File: src/rtl/lcd_pattern_gen.sv
// Same-cycle RGB565 test-pattern source for the ST7789 stream engine (240x135 window).
// Define PATTERN_BTN_EN to build the debounced mode-select button.
module lcd_pattern_gen #(
  parameter int unsigned H_ACTIVE        = 240,
  parameter int unsigned V_ACTIVE        = 135,
  parameter int unsigned FRAME_PIXELS    = 32400,
  parameter int unsigned BAR_WIDTH       = 30,
  parameter logic [1:0]  DEFAULT_MODE    = 2'd0,
  parameter logic [15:0] SOLID_COLOR     = 16'h001F,
  parameter int unsigned DEBOUNCE_CYCLES = 270000
) (
  input  logic        clk,
  input  logic        resetn,
  input  logic [15:0] pixel_cnt,
  input  logic        btn_n,
  output logic [15:0] pixel,
  output logic [1:0]  mode,
  output logic        frame_done,
  output logic        sync_err
);

  localparam int unsigned X_W   = ($clog2(H_ACTIVE) < 8) ? 8 : $clog2(H_ACTIVE);
  localparam int unsigned Y_W   = ($clog2(V_ACTIVE + 1) < 8) ? 8 : $clog2(V_ACTIVE + 1);
  localparam int unsigned BC_W  = (BAR_WIDTH < 2) ? 1 : $clog2(BAR_WIDTH);
  localparam int unsigned BAR_W = 3;
  localparam logic [15:0] FRAME_END = 16'(FRAME_PIXELS);

  typedef struct packed {
    logic [X_W-1:0]   x;
    logic [Y_W-1:0]   y;
    logic [BAR_W-1:0] bar;
    logic [BC_W-1:0]  bcol;
  } coord_t;

  // Raster-order step: column-in-bar, bar, x, then y on row wrap.
  function automatic coord_t coord_inc(input coord_t c);
    coord_t n;
    n = c;
    if (c.x == X_W'(H_ACTIVE - 1)) begin
      n.x    = '0;
      n.y    = c.y + Y_W'(1);
      n.bar  = '0;
      n.bcol = '0;
    end else begin
      n.x = c.x + X_W'(1);
      if (c.bcol == BC_W'(BAR_WIDTH - 1)) begin
        n.bcol = '0;
        n.bar  = c.bar + BAR_W'(1);
      end else begin
        n.bcol = c.bcol + BC_W'(1);
      end
    end
    return n;
  endfunction

  // Pattern colour; coordinates past the window (the index after the last pixel) give black.
  function automatic logic [15:0] colour(input logic [X_W-1:0] x, input logic [Y_W-1:0] y,
                                         input logic [BAR_W-1:0] bar, input logic [1:0] m);
    logic [15:0] px;
    px = 16'h0000;
    if ((y < Y_W'(V_ACTIVE)) && (x < X_W'(H_ACTIVE))) begin
      unique case (m)
        2'd0: begin
          case (bar)
            3'd0:    px = 16'hFFFF;
            3'd1:    px = 16'hFFE0;
            3'd2:    px = 16'h07FF;
            3'd3:    px = 16'h07E0;
            3'd4:    px = 16'hF81F;
            3'd5:    px = 16'hF800;
            3'd6:    px = 16'h001F;
            default: px = 16'h0000;
          endcase
        end
        2'd1:    px = (x[4] ^ y[4]) ? 16'hFFFF : 16'h0000;
        2'd2:    px = {x[7:3], y[7:2], 5'b00000};
        default: px = SOLID_COLOR;
      endcase
    end
    return px;
  endfunction

  localparam coord_t      ORIGIN   = '0;
  localparam coord_t      COORD1   = coord_inc(ORIGIN);
  localparam logic [15:0] RST_CUR  = colour(ORIGIN.x, ORIGIN.y, ORIGIN.bar, DEFAULT_MODE);
  localparam logic [15:0] RST_NEXT = colour(COORD1.x, COORD1.y, COORD1.bar, DEFAULT_MODE);

  logic [1:0] mode_pend;

`ifdef PATTERN_BTN_EN
  localparam int unsigned DB_W = $clog2(DEBOUNCE_CYCLES + 1);

  logic [1:0]      btn_sync_q;
  logic            btn_last_q;
  logic            btn_stable_q;
  logic [DB_W-1:0] db_cnt_q;
  logic [1:0]      mode_pend_q;

  // Synchronise, require DEBOUNCE_CYCLES of unchanged level, count accepted presses.
  always_ff @(posedge clk or negedge resetn) begin
    if (!resetn) begin
      btn_sync_q   <= 2'b11;
      btn_last_q   <= 1'b1;
      btn_stable_q <= 1'b1;
      db_cnt_q     <= '0;
      mode_pend_q  <= DEFAULT_MODE;
    end else begin
      btn_sync_q <= {btn_sync_q[0], btn_n};
      btn_last_q <= btn_sync_q[1];
      if (btn_sync_q[1] != btn_last_q) begin
        db_cnt_q <= '0;
      end else if (btn_sync_q[1] != btn_stable_q) begin
        if (db_cnt_q == DB_W'(DEBOUNCE_CYCLES - 1)) begin
          db_cnt_q     <= '0;
          btn_stable_q <= btn_sync_q[1];
          if (!btn_sync_q[1]) mode_pend_q <= mode_pend_q + 2'd1;
        end else begin
          db_cnt_q <= db_cnt_q + DB_W'(1);
        end
      end else begin
        db_cnt_q <= '0;
      end
    end
  end

  assign mode_pend = mode_pend_q;
`else
  logic unused_btn;
  assign unused_btn = btn_n;
  assign mode_pend  = DEFAULT_MODE;
`endif

  logic [15:0] cnt_q, cnt_d;
  coord_t      nx_q, nx_d, nx2;
  logic [15:0] pix_cur_q, pix_cur_d;
  logic [15:0] pix_next_q, pix_next_d;
  logic [1:0]  mode_q, mode_d;
  logic        err_q, err_d;
  logic        done_q, done_d;
  logic        done_seen_q, done_seen_d;

  logic [15:0] cnt_p1;
  logic        hit_cur, hit_next, hit_zero;

  assign cnt_p1   = cnt_q + 16'd1;
  assign hit_cur  = (pixel_cnt == cnt_q);
  assign hit_next = (pixel_cnt == cnt_p1);
  assign hit_zero = (pixel_cnt == 16'd0);

  // nx_q tracks the coordinates of cnt_q+1, so advancing needs only one more step.
  always_comb begin
    cnt_d       = cnt_q;
    nx_d        = nx_q;
    pix_cur_d   = pix_cur_q;
    pix_next_d  = pix_next_q;
    mode_d      = mode_q;
    err_d       = err_q;
    done_d      = 1'b0;
    done_seen_d = done_seen_q;
    nx2         = coord_inc(nx_q);

    if (!hit_cur) begin
      if (hit_next) begin
        if (cnt_p1 < FRAME_END) begin
          cnt_d      = cnt_p1;
          nx_d       = nx2;
          pix_cur_d  = pix_next_q;
          pix_next_d = colour(nx2.x, nx2.y, nx2.bar, mode_q);
        end
      end else if (hit_zero) begin
        mode_d      = mode_pend;
        cnt_d       = '0;
        nx_d        = COORD1;
        pix_cur_d   = colour(ORIGIN.x, ORIGIN.y, ORIGIN.bar, mode_pend);
        pix_next_d  = colour(COORD1.x, COORD1.y, COORD1.bar, mode_pend);
        done_seen_d = 1'b0;
      end else if (pixel_cnt < FRAME_END) begin
        err_d = 1'b1;
      end
    end

    if ((pixel_cnt == FRAME_END) && !done_seen_q) begin
      done_d      = 1'b1;
      done_seen_d = 1'b1;
    end
  end

  always_ff @(posedge clk or negedge resetn) begin
    if (!resetn) begin
      cnt_q       <= '0;
      nx_q        <= COORD1;
      pix_cur_q   <= RST_CUR;
      pix_next_q  <= RST_NEXT;
      mode_q      <= DEFAULT_MODE;
      err_q       <= 1'b0;
      done_q      <= 1'b0;
      done_seen_q <= 1'b0;
    end else begin
      cnt_q       <= cnt_d;
      nx_q        <= nx_d;
      pix_cur_q   <= pix_cur_d;
      pix_next_q  <= pix_next_d;
      mode_q      <= mode_d;
      err_q       <= err_d;
      done_q      <= done_d;
      done_seen_q <= done_seen_d;
    end
  end

  // Zero-latency pixel select; index 0 is served from a constant on the first restart cycle.
  always_comb begin
    pixel = 16'h0000;
    if (hit_cur)        pixel = pix_cur_q;
    else if (hit_next)  pixel = pix_next_q;
    else if (hit_zero)  pixel = colour(ORIGIN.x, ORIGIN.y, ORIGIN.bar, mode_q);
  end

  assign mode       = mode_q;
  assign frame_done = done_q;
  assign sync_err   = err_q;

endmodule

File: config.mk
export PLATFORM = sky130hd
export DESIGN_NAME = lcd_pattern_gen
export DESIGN_NICKNAME = d
export VERILOG_FILES = /design/src/rtl/lcd_pattern_gen.sv
export SDC_FILE = /design/constraint.sdc
export NUM_CORES = 1
export LEC_CHECK = 0
export BUFFER_PORTS_ARGS = -buffer_cell sky130_fd_sc_hd__buf_2
export CELL_PAD_IN_SITES_DETAIL_PLACEMENT = 1
export CELL_PAD_IN_SITES_GLOBAL_PLACEMENT = 1
export CORE_MARGIN = 1
export CORE_UTILIZATION = 30
export DETAILED_ROUTE_END_ITERATION = 10
export GPL_TIMING_DRIVEN = 0
export PLACE_DENSITY = 0.63
export RECOVER_POWER = 100
export SLEW_MARGIN = 20
export SYNTH_ARGS = -nofsm -noshare
export SYNTH_HDL_FRONTEND = slang
export SYNTH_SLANG_ARGS = --single-unit
File: constraint.sdc
create_clock -name clk -period 5.9 [get_ports clk]
set_clock_uncertainty 0.1 [all_clocks]
set_input_delay 1.77 -clock clk [delete_from_list [all_inputs] [get_ports clk]]
set_output_delay 1.77 -clock clk [all_outputs]
set_load 0.01 [all_outputs]
==> results of run 1 <==
[metal layers]
layer  wire length (um)  vias to the layer above
li1                   -                     1688
met1               5580                     1728
met2               5850                       56
met3                403                       10
met4                152                        0
met5                  0                        -
[area by class of cell]
class,count,area [um^2],area share
Multi-Input combinational cell,343,2270,0.516
Sequential cell,49,1240,0.281
Buffer,46,272,0.0618
Timing Repair Buffer,41,220,0.0501
Tap cell,147,184,0.0419
Clock buffer,6,139,0.0316
Clock inverter,2,37.5,0.00854
Inverter,10,37.5,0.00854
[flip-flops by register name, summed over array words and instances (netlist names)]
signal / count
pix_cur_q: 3
sync_err: 1
nx_q: 24
cnt_q: 16
pix_next_q: 3
done_seen_q: 1
frame_done: 1
[worst max-delay path by stage]
| stage | startpoint | endpoint | slack (ns) | cells past startpoint |
|---|---|---|---|---|
| floorplan | pixel_cnt[12] | pixel[10] | 0.37 | 9 |
| CTS | pixel_cnt[4] | pixel[8] | 0.0006 | 12 |
| finish | pixel_cnt[4] | pixel[4] | 0.11 | 9 |
| global route | pixel_cnt[2] | pixel[7] | 0.001 | 11 |
| global placement | pixel_cnt[1] | pixel[10] | -0.44 | 10 |
| detailed placement | pixel_cnt[1] | pixel[2] | -0.45 | 10 |
[kinds of logic after synthesis]
logic type	Yosys count	share of synthesized area
AND/OR/NAND/NOR	193	0.280
AO/OA/AOI/OAI	105	0.185
buffers and inverters	56	0.0841
flip-flops	49	0.335
XOR/XNOR	31	0.0736
adder cells (fa/ha/maj)	7	0.0231
multiplexers	5	0.0176
other	1	0.00102
[through the flow]
step	util	cells	power, mW	hold WS (ns)	setup TNS [ns]
2_1_floorplan	-	448	0.359	0.320	0
3_3_place_gp	0.337	629	0.380	0.351	-6.69
3_5_place_dp	0.337	629	0.381	0.356	-6.63
4_1_cts	0.361	642	0.741	0.373	0
5_1_grt	0.366	644	0.755	0.398	0
6_report	0.366	644	0.733	0.369	0
[power groups by stage]
stage,sequential (mW),combinational (mW),clock [mW]
4_1_cts,0.336,0.0417,0.363
2_1_floorplan,0.343,0.0167,0
6_report,0.336,0.0429,0.353
3_3_place_gp,0.343,0.0373,0
5_1_grt,0.336,0.0474,0.371
3_5_place_dp,0.343,0.0381,0
[timing repair]
action                     in CTS  in global routing
setup endpoints to repair      16                 15
hold endpoints to repair        0                  0
gates resized for setup        15                 14
pin swaps                       5                  5
buffers inserted                5                  2
[worst reg2reg max path, stage by stage, from the launching register on]
cell and delay (ns):
dfrtp_1 0.52, ha_1 0.43, nand3_2 0.25, nor4_4 0.41, xnor2_1 0.15, a2111oi_4 0.38, nand4bb_4 0.18, buf_4 0.18
mux2i_1 0.70, clkbuf_1 0.53, nand2_1 0.11, o31ai_1 0.09
[Yosys cell counts, types with 3 or more instances]
cell,number
a21oi_1,32
ha_1,6
and2_1,5
nand2_1,58
buf_2,16
and4_1,4
nor4_1,7
nor3_1,10
a21o_1,4
nand3_1,27
o21ai_0,22
or3_1,4
or4_1,4
nand2b_1,3
xnor2_1,22
buf_4,19
clkbuf_1,9
o211ai_1,3
xor2_1,9
a32oi_1,4
dfrtp_1,41
inv_1,10
dfstp_2,8
nand3_2,3
a31oi_1,17
nor2_1,38
and3_1,9
nand4_1,7
==> impl_metrics.env, run 1 <==
export IMPL_clock_latency_ns=0.30
export IMPL_async_flop_share=1.00
export IMPL_hold_end="sync_err"
export IMPL_dr_pass1_iters=4
export IMPL_place_hpwl_um=8980
export IMPL_setup_ws_ns=0.109
export IMPL_worstSetupPathType="input port to output pin"
export IMPL_synth_edff_count=0
export IMPL_layout_commonest_cell="nand2_1"
export IMPL_use_met2=0.342
export IMPL_busiest_layer="met2"
export IMPL_areaGrowthSynthToFinish_pct=19.1
export IMPL_cts_tree="yes"
export IMPL_io_pins=39
export IMPL_dr_total_vias=3482
export IMPL_ys_types=66
export IMPL_switching_share=0.230
export IMPL_route_detailed_drc=0
export IMPL_relSlewSlack=-0.882
export IMPL_dpl_cell_area_um2=4050
export IMPL_critPathTopFamily="simple AND/OR/NAND/NOR gates"
export IMPL_avgSynthCellArea_um2=8.25
export IMPL_cpMaxStageDelayCell="or4_1"
export IMPL_fp_dieArea_um2=12700
export IMPL_num_rows=40
export IMPL_cts_root_buf="clkbuf_16"
export IMPL_pwr_share_clk=0.482
export IMPL_grt_first_pass_wirelength_um=19800
export IMPL_n_fill_cell=1456
export IMPL_ctsHoldBuffers=0
export IMPL_fin_crit_ns=5.79
export IMPL_holdCritStartpoint="sync_err"
export IMPL_synth_flop_cell="dfrtp_1"
export IMPL_clk_path_buf_depth=2
export IMPL_met3_usage=0.0252
export IMPL_cts_buffers=5
export IMPL_end_kind="output pin"
export IMPL_yosysWarnings=0
export IMPL_r2r_end="nx_q[5]"
export IMPL_critPathLaunchType="input port"
export IMPL_h_tree_depth=2
export IMPL_nets=521
export IMPL_overflow=0
export IMPL_timing_fmax_mhz=173
export IMPL_worstPathBufferInverterCount=3
export IMPL_min_path_type="flip-flop to flip-flop"
export IMPL_path_cells="buf_2, or4_1, or4_1, nor4_4, and2_4, o21ai_0, o21ai_2, clkbuf_4, buf_2"
export IMPL_design_core_area_um2=12000
export IMPL_pre_cts_slack_ns=-0.454
export IMPL_status="complete, but fails checks"
export IMPL_p_seq_frac=0.459
export IMPL_fin_crit_sh=0.982
export IMPL_drt_wirelength_per_cell_um=18.6
export IMPL_track_usage=0.201
export IMPL_violations="max-capacitance violations, max-slew violations"
export IMPL_r2r_slack_ns=1.76
export IMPL_netlist_instances=447
export IMPL_synth_seq_cells=49
export IMPL_synth_area_leader_cell="dfrtp_1"
export IMPL_ff2ff_path_depth=11
export IMPL_combPwrFrac=0.059
export IMPL_drt_initial_drc_count=188
export IMPL_grt_use_met1=0.267
export IMPL_routabilityCongestion=0.903
export IMPL_crit_path_max_fanout=5
export IMPL_hold_viol=0
export IMPL_reg2reg_from="cnt_q[1]"
export IMPL_cts_sinks=49
export IMPL_post_route_cells_drive_above_1_share=0.235
export IMPL_p_leak_nw=1.92
export IMPL_powerDensity_nw_per_um2=167
export IMPL_viasPerCell=5.41
export IMPL_ys_top_cells_by_area="dfrtp_1 28%, nand2_1 5.9%, dfstp_2 5.7%, xnor2_1 5.2%, a21oi_1 4.3%"
export IMPL_die_x_um=113
export IMPL_synth_top_cell_area_share=0.278
export IMPL_ys_seq_area_frac=0.335
export IMPL_finalMaxSlewViolations=50
export IMPL_port_buffers=34
export IMPL_setup_viol=0
export IMPL_p_int_mw=0.564
export IMPL_final_cell_area_um2=4390
export IMPL_antenna_found_initial=0
export IMPL_clk_pin_slew_ns=0.07
export IMPL_cp_required_ns=4.03
export IMPL_syn_area_um2=3690
export IMPL_p_sw_mw=0.169
export IMPL_cap_violations=1
export IMPL_final_cell_mix="58 x nand2_1, 41 x dfrtp_1, 40 x buf_2"
export IMPL_diodes=0
export IMPL_irDropWorstVdd_mv=0.0874
export IMPL_worstMarginPinSlew_ns=2.82
export IMPL_die_h_um=113
export IMPL_max_stage_delay_ns=0.51
export IMPL_rsz0062_at_grt="false"
export IMPL_drt_total_wl_um=12000
export IMPL_arrival_ns=3.92
export IMPL_hold_path_depth=1
export IMPL_grt_max_degree=50
export IMPL_grt_pass1_vias=3631
export IMPL_start_util=0.307
export IMPL_postRouteAntennaNets=0
Note: power is estimated with default switching activity, not from simulation.
==> run 2, diff against run 1 <==
- CORE_UTILIZATION: 30 -> 41
- PLACE_DENSITY: 0.63 -> 0.8
==> run 2 against run 1 <==
Compared with the run above: the flow still finishes with violations (max-capacitance violations, max-slew violations); via count rose by 3.1%; non-clock buffer count increased by 1; hold slack better by 0.0061 ns; power fell by 13%; largest cell class unchanged; largest power group is now sequential cells; highest routed layer unchanged.
==> impl_metrics.env, run 2 (synthesized netlist as in run 1, its figures left out) <==
export IMPL_n_fill_cell=1053
export IMPL_top_register="nx_q"
export IMPL_io_pins=39
export IMPL_dr_pass1_iters=4
export IMPL_violations="max-capacitance violations, max-slew violations"
export IMPL_timing_fmax_mhz=170
export IMPL_tns_ns=0
export IMPL_overflow=0
export IMPL_holdCritStartpoint="sync_err"
export IMPL_reg2reg_from="cnt_q[1]"
export IMPL_route_detailed_drc=0
export IMPL_design_core_area_um2=8720
export IMPL_setup_ws_ns=0.00167
export IMPL_status="complete, but fails checks"
export IMPL_drt_wirelength_per_cell_um=19.6
export IMPL_cap_violations=1
export IMPL_nets=522
export IMPL_final_cell_mix="58 x nand2_1, 41 x dfrtp_1, 40 x buf_2"
export IMPL_clock_latency_ns=0.31
export IMPL_grt_first_pass_wirelength_um=19600
export IMPL_post_route_cells_drive_above_1_share=0.241
export IMPL_cts_sinks=49
export IMPL_dpl_cell_area_um2=4000
export IMPL_grt_pass1_vias=3727
export IMPL_dr_total_vias=3590
export IMPL_routabilityCongestion=0.882
export IMPL_min_path_type="flip-flop to flip-flop"
export IMPL_drt_total_wl_um=11900
export IMPL_start_util=0.423
export IMPL_finalMaxSlewViolations=50
export IMPL_cts_root_buf="clkbuf_8"
export IMPL_cts_buffers=5
export IMPL_viasPerCell=5.92
export IMPL_cts_tree="yes"
export IMPL_fin_crit_ns=5.90
export IMPL_pre_cts_slack_ns=-0.216
export IMPL_relSlewSlack=-0.862
export IMPL_die_h_um=96.9
export IMPL_clk_path_buf_depth=2
export IMPL_final_cell_area_um2=4330
export IMPL_hold_slack_ns=0.375
export IMPL_end_kind="output pin"
export IMPL_critPathLaunchType="input port"
export IMPL_clk_pin_slew_ns=0.10
export IMPL_worstMarginPinSlew_ns=2.79
export IMPL_antenna_found_initial=0
export IMPL_fin_crit_sh=1.00
export IMPL_h_tree_depth=2
export IMPL_fp_dieArea_um2=9380
export IMPL_worstSetupPathType="input port to output pin"
export IMPL_grt_max_degree=50
export IMPL_drt_initial_drc_count=147
export IMPL_irDropWorstVdd_mv=0.0860
export IMPL_port_buffers=34
export IMPL_reg_largest_list="nx_q (24), cnt_q (16)"
export IMPL_areaGrowthSynthToFinish_pct=17.3
export IMPL_p_leak_nw=1.91
export IMPL_total_power_mw=0.639
export IMPL_postRouteAntennaNets=0
export IMPL_ctsHoldBuffers=0
export IMPL_layout_commonest_cell="nand2_1"
export IMPL_crit_path_max_fanout=6
export IMPL_powerDensity_nw_per_um2=148
export IMPL_num_rows=34
export IMPL_setup_viol=0
export IMPL_timing_critical_path_from="pixel_cnt[12]"
export IMPL_track_usage=0.257
export IMPL_largest_reg_flops=24
export IMPL_die_x_um=96.9
export IMPL_cp_required_ns=4.03
export IMPL_hold_viol=0
export IMPL_rsz0062_at_grt="true"
export IMPL_arrival_ns=4.03
export IMPL_diodes=0
export IMPL_place_hpwl_um=8600
## run 2: cell types whose count changed in the layout (fill, tap and decap cells not counted), sizes merged
cell,delta
clkbuf,-10
buf,+11
## run 2: what timing repair did
action	in CTS	in global routing
buffers inserted	4	4
gates resized for setup	11	28
pin swaps	3	6
cloned	0	0
endpoints found under the setup margin	16	16
hold endpoints to repair	0	0
## run 2: worst paths after layout
kind	end	slack, ns	cells after the start
max reg2reg	cnt_q[9]	1.72	12
max in group asynchronous	nx_q[11]	1.88	1
max	pixel[7]	0.002	11
min reg2reg	sync_err	0.38	1
min	sync_err	0.38	1
min in group asynchronous	sync_err	2.24	1
## run 2: metrics by stage
step / util / instances
after floorplan: - / 448
after global placement: 0.458 / 590
after detailed placement: 0.459 / 590
after CTS: 0.481 / 602
after global routing: 0.496 / 606
final: 0.496 / 606
## run 2: area by class of cell
| cell class | count | area, um^2 | area share |
|---|---|---|---|
| Multi-Input combinational cell | 343 | 2220 | 0.514 |
| Clock buffer | 6 | 82.6 | 0.0191 |
| Sequential cell | 49 | 1240 | 0.286 |
| Tap cell | 108 | 135 | 0.0312 |
| Buffer | 46 | 295 | 0.0682 |
| Timing Repair Buffer | 42 | 278 | 0.0642 |
| Clock inverter | 2 | 37.5 | 0.00868 |
| Inverter | 10 | 37.5 | 0.00868 |
## run 2: critical path, cell delays in order
cell       delay (ns)
buf_8            0.11
xnor2_4          0.15
xor2_1           0.16
o311a_1          0.39
nor4_4           0.32
nand4bb_2        0.21
and2_4           0.21
o21a_1           0.19
a41o_4           0.28
buf_6            0.12
buf_6            0.11
## run 2: routing by layer
| metal | vias to the layer above | share of wire | global-route usage |
|---|---|---|---|
| met4 | 0 | 0.018 | 0.0712 |
| met3 | 17 | 0.039 | 0.0282 |
| li1 | 1694 | - | - |
| met1 | 1814 | 0.42 | 0.331 |
| met2 | 65 | 0.52 | 0.456 |
| met5 | - | 0 | 0 |
## run 2: power by group
group / total (mW) / internal, mW / switching, mW / leakage (nW)
clock: 0.263 / 0.138 / 0.125 / 0.0574
combinational: 0.0400 / 0.0150 / 0.0250 / 1.20
sequential: 0.336 / 0.336 / 0.000115 / 0.646
==> run 3, diff against run 2 <==
- CORE_UTILIZATION: 41 -> 45
- PLACE_DENSITY: 0.8 -> 0.86
- REMOVE_ABC_BUFFERS: not set -> 1
- SLEW_MARGIN: 20 -> not set
==> run 3 against run 2 <==
Compared with the run above: largest power group unchanged; cell count fell by 8.1%; the flow still finishes with violations (max-capacitance violations, max-slew violations); highest routed layer unchanged; worst setup slack better by 0.076 ns; fmax up 1.3%; first-iteration DRC count rose by 24%; critical path type unchanged.
==> impl_metrics.env, run 3 (synthesized netlist as in run 1, its figures left out) <==
export IMPL_p_int_mw=0.433
export IMPL_dr_pass1_iters=4
export IMPL_stdcell_count=557
export IMPL_h_tree_depth=2
export IMPL_cp_required_ns=4.03
export IMPL_status="complete, but fails checks"
export IMPL_cap_violations=3
export IMPL_worstSetupPathType="input port to output pin"
export IMPL_pwr_share_clk=0.351
export IMPL_p_sw_mw=0.146
export IMPL_io_pins=39
export IMPL_violations="max-capacitance violations, max-slew violations"
export IMPL_clk_path_buf_depth=2
export IMPL_port_buffers=35
export IMPL_layout_commonest_cell="nand2_1"
export IMPL_post_route_cells_drive_above_1_share=0.160
export IMPL_powerDensity_nw_per_um2=148
export IMPL_p_leak_nw=1.66
export IMPL_ff2ff_path_depth=10
export IMPL_crit_path_max_fanout=6
export IMPL_largest_reg_flops=24
export IMPL_fin_crit_sh=0.987
export IMPL_hold_end="frame_done"
export IMPL_reg_largest_list="nx_q (24), cnt_q (16)"
export IMPL_antenna_found_initial=0
export IMPL_top_register="nx_q"
export IMPL_grt_first_pass_wirelength_um=18100
export IMPL_grt_max_degree=50
export IMPL_n_fill_cell=981
export IMPL_tns_ns=0
export IMPL_r2r_end="nx_q[14]"
export IMPL_num_rows=32
export IMPL_viasPerCell=6.19
export IMPL_hold_path_depth=1
export IMPL_fin_crit_ns=5.82
export IMPL_total_power_mw=0.579
export IMPL_final_cell_mix="58 x nand2_1, 41 x dfrtp_1, 38 x nor2_1"
export IMPL_timing_critical_path_from="pixel_cnt[4]"
export IMPL_diodes=0
export IMPL_drt_initial_drc_count=183
export IMPL_worstMarginPinSlew_ns=2.72
export IMPL_nets=479
export IMPL_design_core_area_um2=7810
export IMPL_grt_pass1_vias=3567
export IMPL_reg2reg_from="cnt_q[0]"
export IMPL_irDropWorstVdd_mv=0.122
export IMPL_cts_root_buf="clkbuf_8"
export IMPL_timing_fmax_mhz=172
export IMPL_drt_total_wl_um=10700
export IMPL_cts_tree="yes"
export IMPL_place_hpwl_um=7090
export IMPL_finalMaxSlewViolations=79
export IMPL_dr_total_vias=3449
export IMPL_switching_share=0.252
export IMPL_place_inst=539
export IMPL_r2r_slack_ns=1.14
export IMPL_critPathLaunchType="input port"
export IMPL_postRouteAntennaNets=0
export IMPL_fp_dieArea_um2=8560
export IMPL_min_path_type="flip-flop to flip-flop"
export IMPL_clk_pin_slew_ns=0.10
export IMPL_p_seq_frac=0.581
export IMPL_combPwrFrac=0.068
export IMPL_relSlewSlack=-0.816
export IMPL_die_h_um=92.5
export IMPL_hold_viol=0
export IMPL_drt_wirelength_per_cell_um=19.1
export IMPL_rsz0062_at_grt="false"
export IMPL_areaGrowthSynthToFinish_pct=6.07
export IMPL_setup_viol=0
export IMPL_utilization=0.501
export IMPL_end_kind="output pin"
export IMPL_ctsHoldBuffers=0
export IMPL_overflow=0
export IMPL_start_util=0.472
export IMPL_cts_sinks=49
export IMPL_cts_buffers=5
export IMPL_holdCritStartpoint="done_seen_q"
export IMPL_die_x_um=92.5
export IMPL_track_usage=0.270
export IMPL_route_detailed_drc=0
export IMPL_routabilityCongestion=0.862
export IMPL_clock_latency_ns=0.32
export IMPL_arrival_ns=3.95
## run 3: cell types whose count changed in the layout (fill, tap and decap cells not counted), sizes merged
cell	delta
buf	-45
clkinv	+2
and4bb	+1
bufinv	-1
clkinvlp	-1
nand4bb	+1
## run 3: worst max-delay path by stage
stage	to	cells past startpoint
floorplan	pixel[0]	8
global placement	pixel[10]	10
detailed placement	pixel[6]	10
CTS	pixel[6]	9
global route	pixel[8]	10
finish	pixel[5]	8
## run 3: layout make-up
cell class / count / area, um^2 / share of cell area
Clock buffer: 6 / 72.6 / 0.0185
Tap cell: 102 / 128 / 0.0326
Clock inverter: 2 / 10.0 / 0.00256
Sequential cell: 49 / 1240 / 0.316
Inverter: 10 / 37.5 / 0.00959
Multi-Input combinational cell: 345 / 2210 / 0.565
Timing Repair Buffer: 43 / 218 / 0.0556
## run 3: metrics by stage
step | instance area, um^2 | worst slack, ns | hold slack (ns)
after global routing | 3910 | 0.0000129 | 0.405
after floorplan | 3420 | 0.0658 | 0.320
after detailed placement | 3720 | -0.588 | 0.358
after CTS | 3900 | 0.0202 | 0.379
after global placement | 3720 | -0.548 | 0.344
final | 3910 | 0.0774 | 0.368
## run 3: power groups by stage
| stage | Clock (mW) | Combinational [mW] | Sequential (mW) |
|---|---|---|---|
| floorplan | 0 | 0.0150 | 0.343 |
| global route | 0.219 | 0.0434 | 0.336 |
| global placement | 0 | 0.0341 | 0.343 |
| finish | 0.203 | 0.0392 | 0.336 |
| CTS | 0.209 | 0.0390 | 0.336 |
| detailed placement | 0 | 0.0356 | 0.343 |
## run 3: repair_timing
action / in CTS / in global routing
resized for setup: 6 / 3
cloned: 2 / 0
buffers inserted: 4 / 4
pin swaps: 1 / 3
endpoints found under the setup margin: 16 / 16
## run 3: worst max-delay path, cell delays in order
cell,delay (ns)
buf_2,0.12
or4_1,0.52
or4_1,0.46
nor4_4,0.30
and2_1,0.24
o21a_1,0.19
a41o_1,0.19
buf_2,0.16
## run 3: per-layer routing
| metal | global-route usage | share of wire |
|---|---|---|
| met1 | 0.343 | 0.44 |
| met2 | 0.474 | 0.50 |
| met3 | 0.0296 | 0.040 |
| met4 | 0.0924 | 0.018 |
| met5 | 0 | 0 |
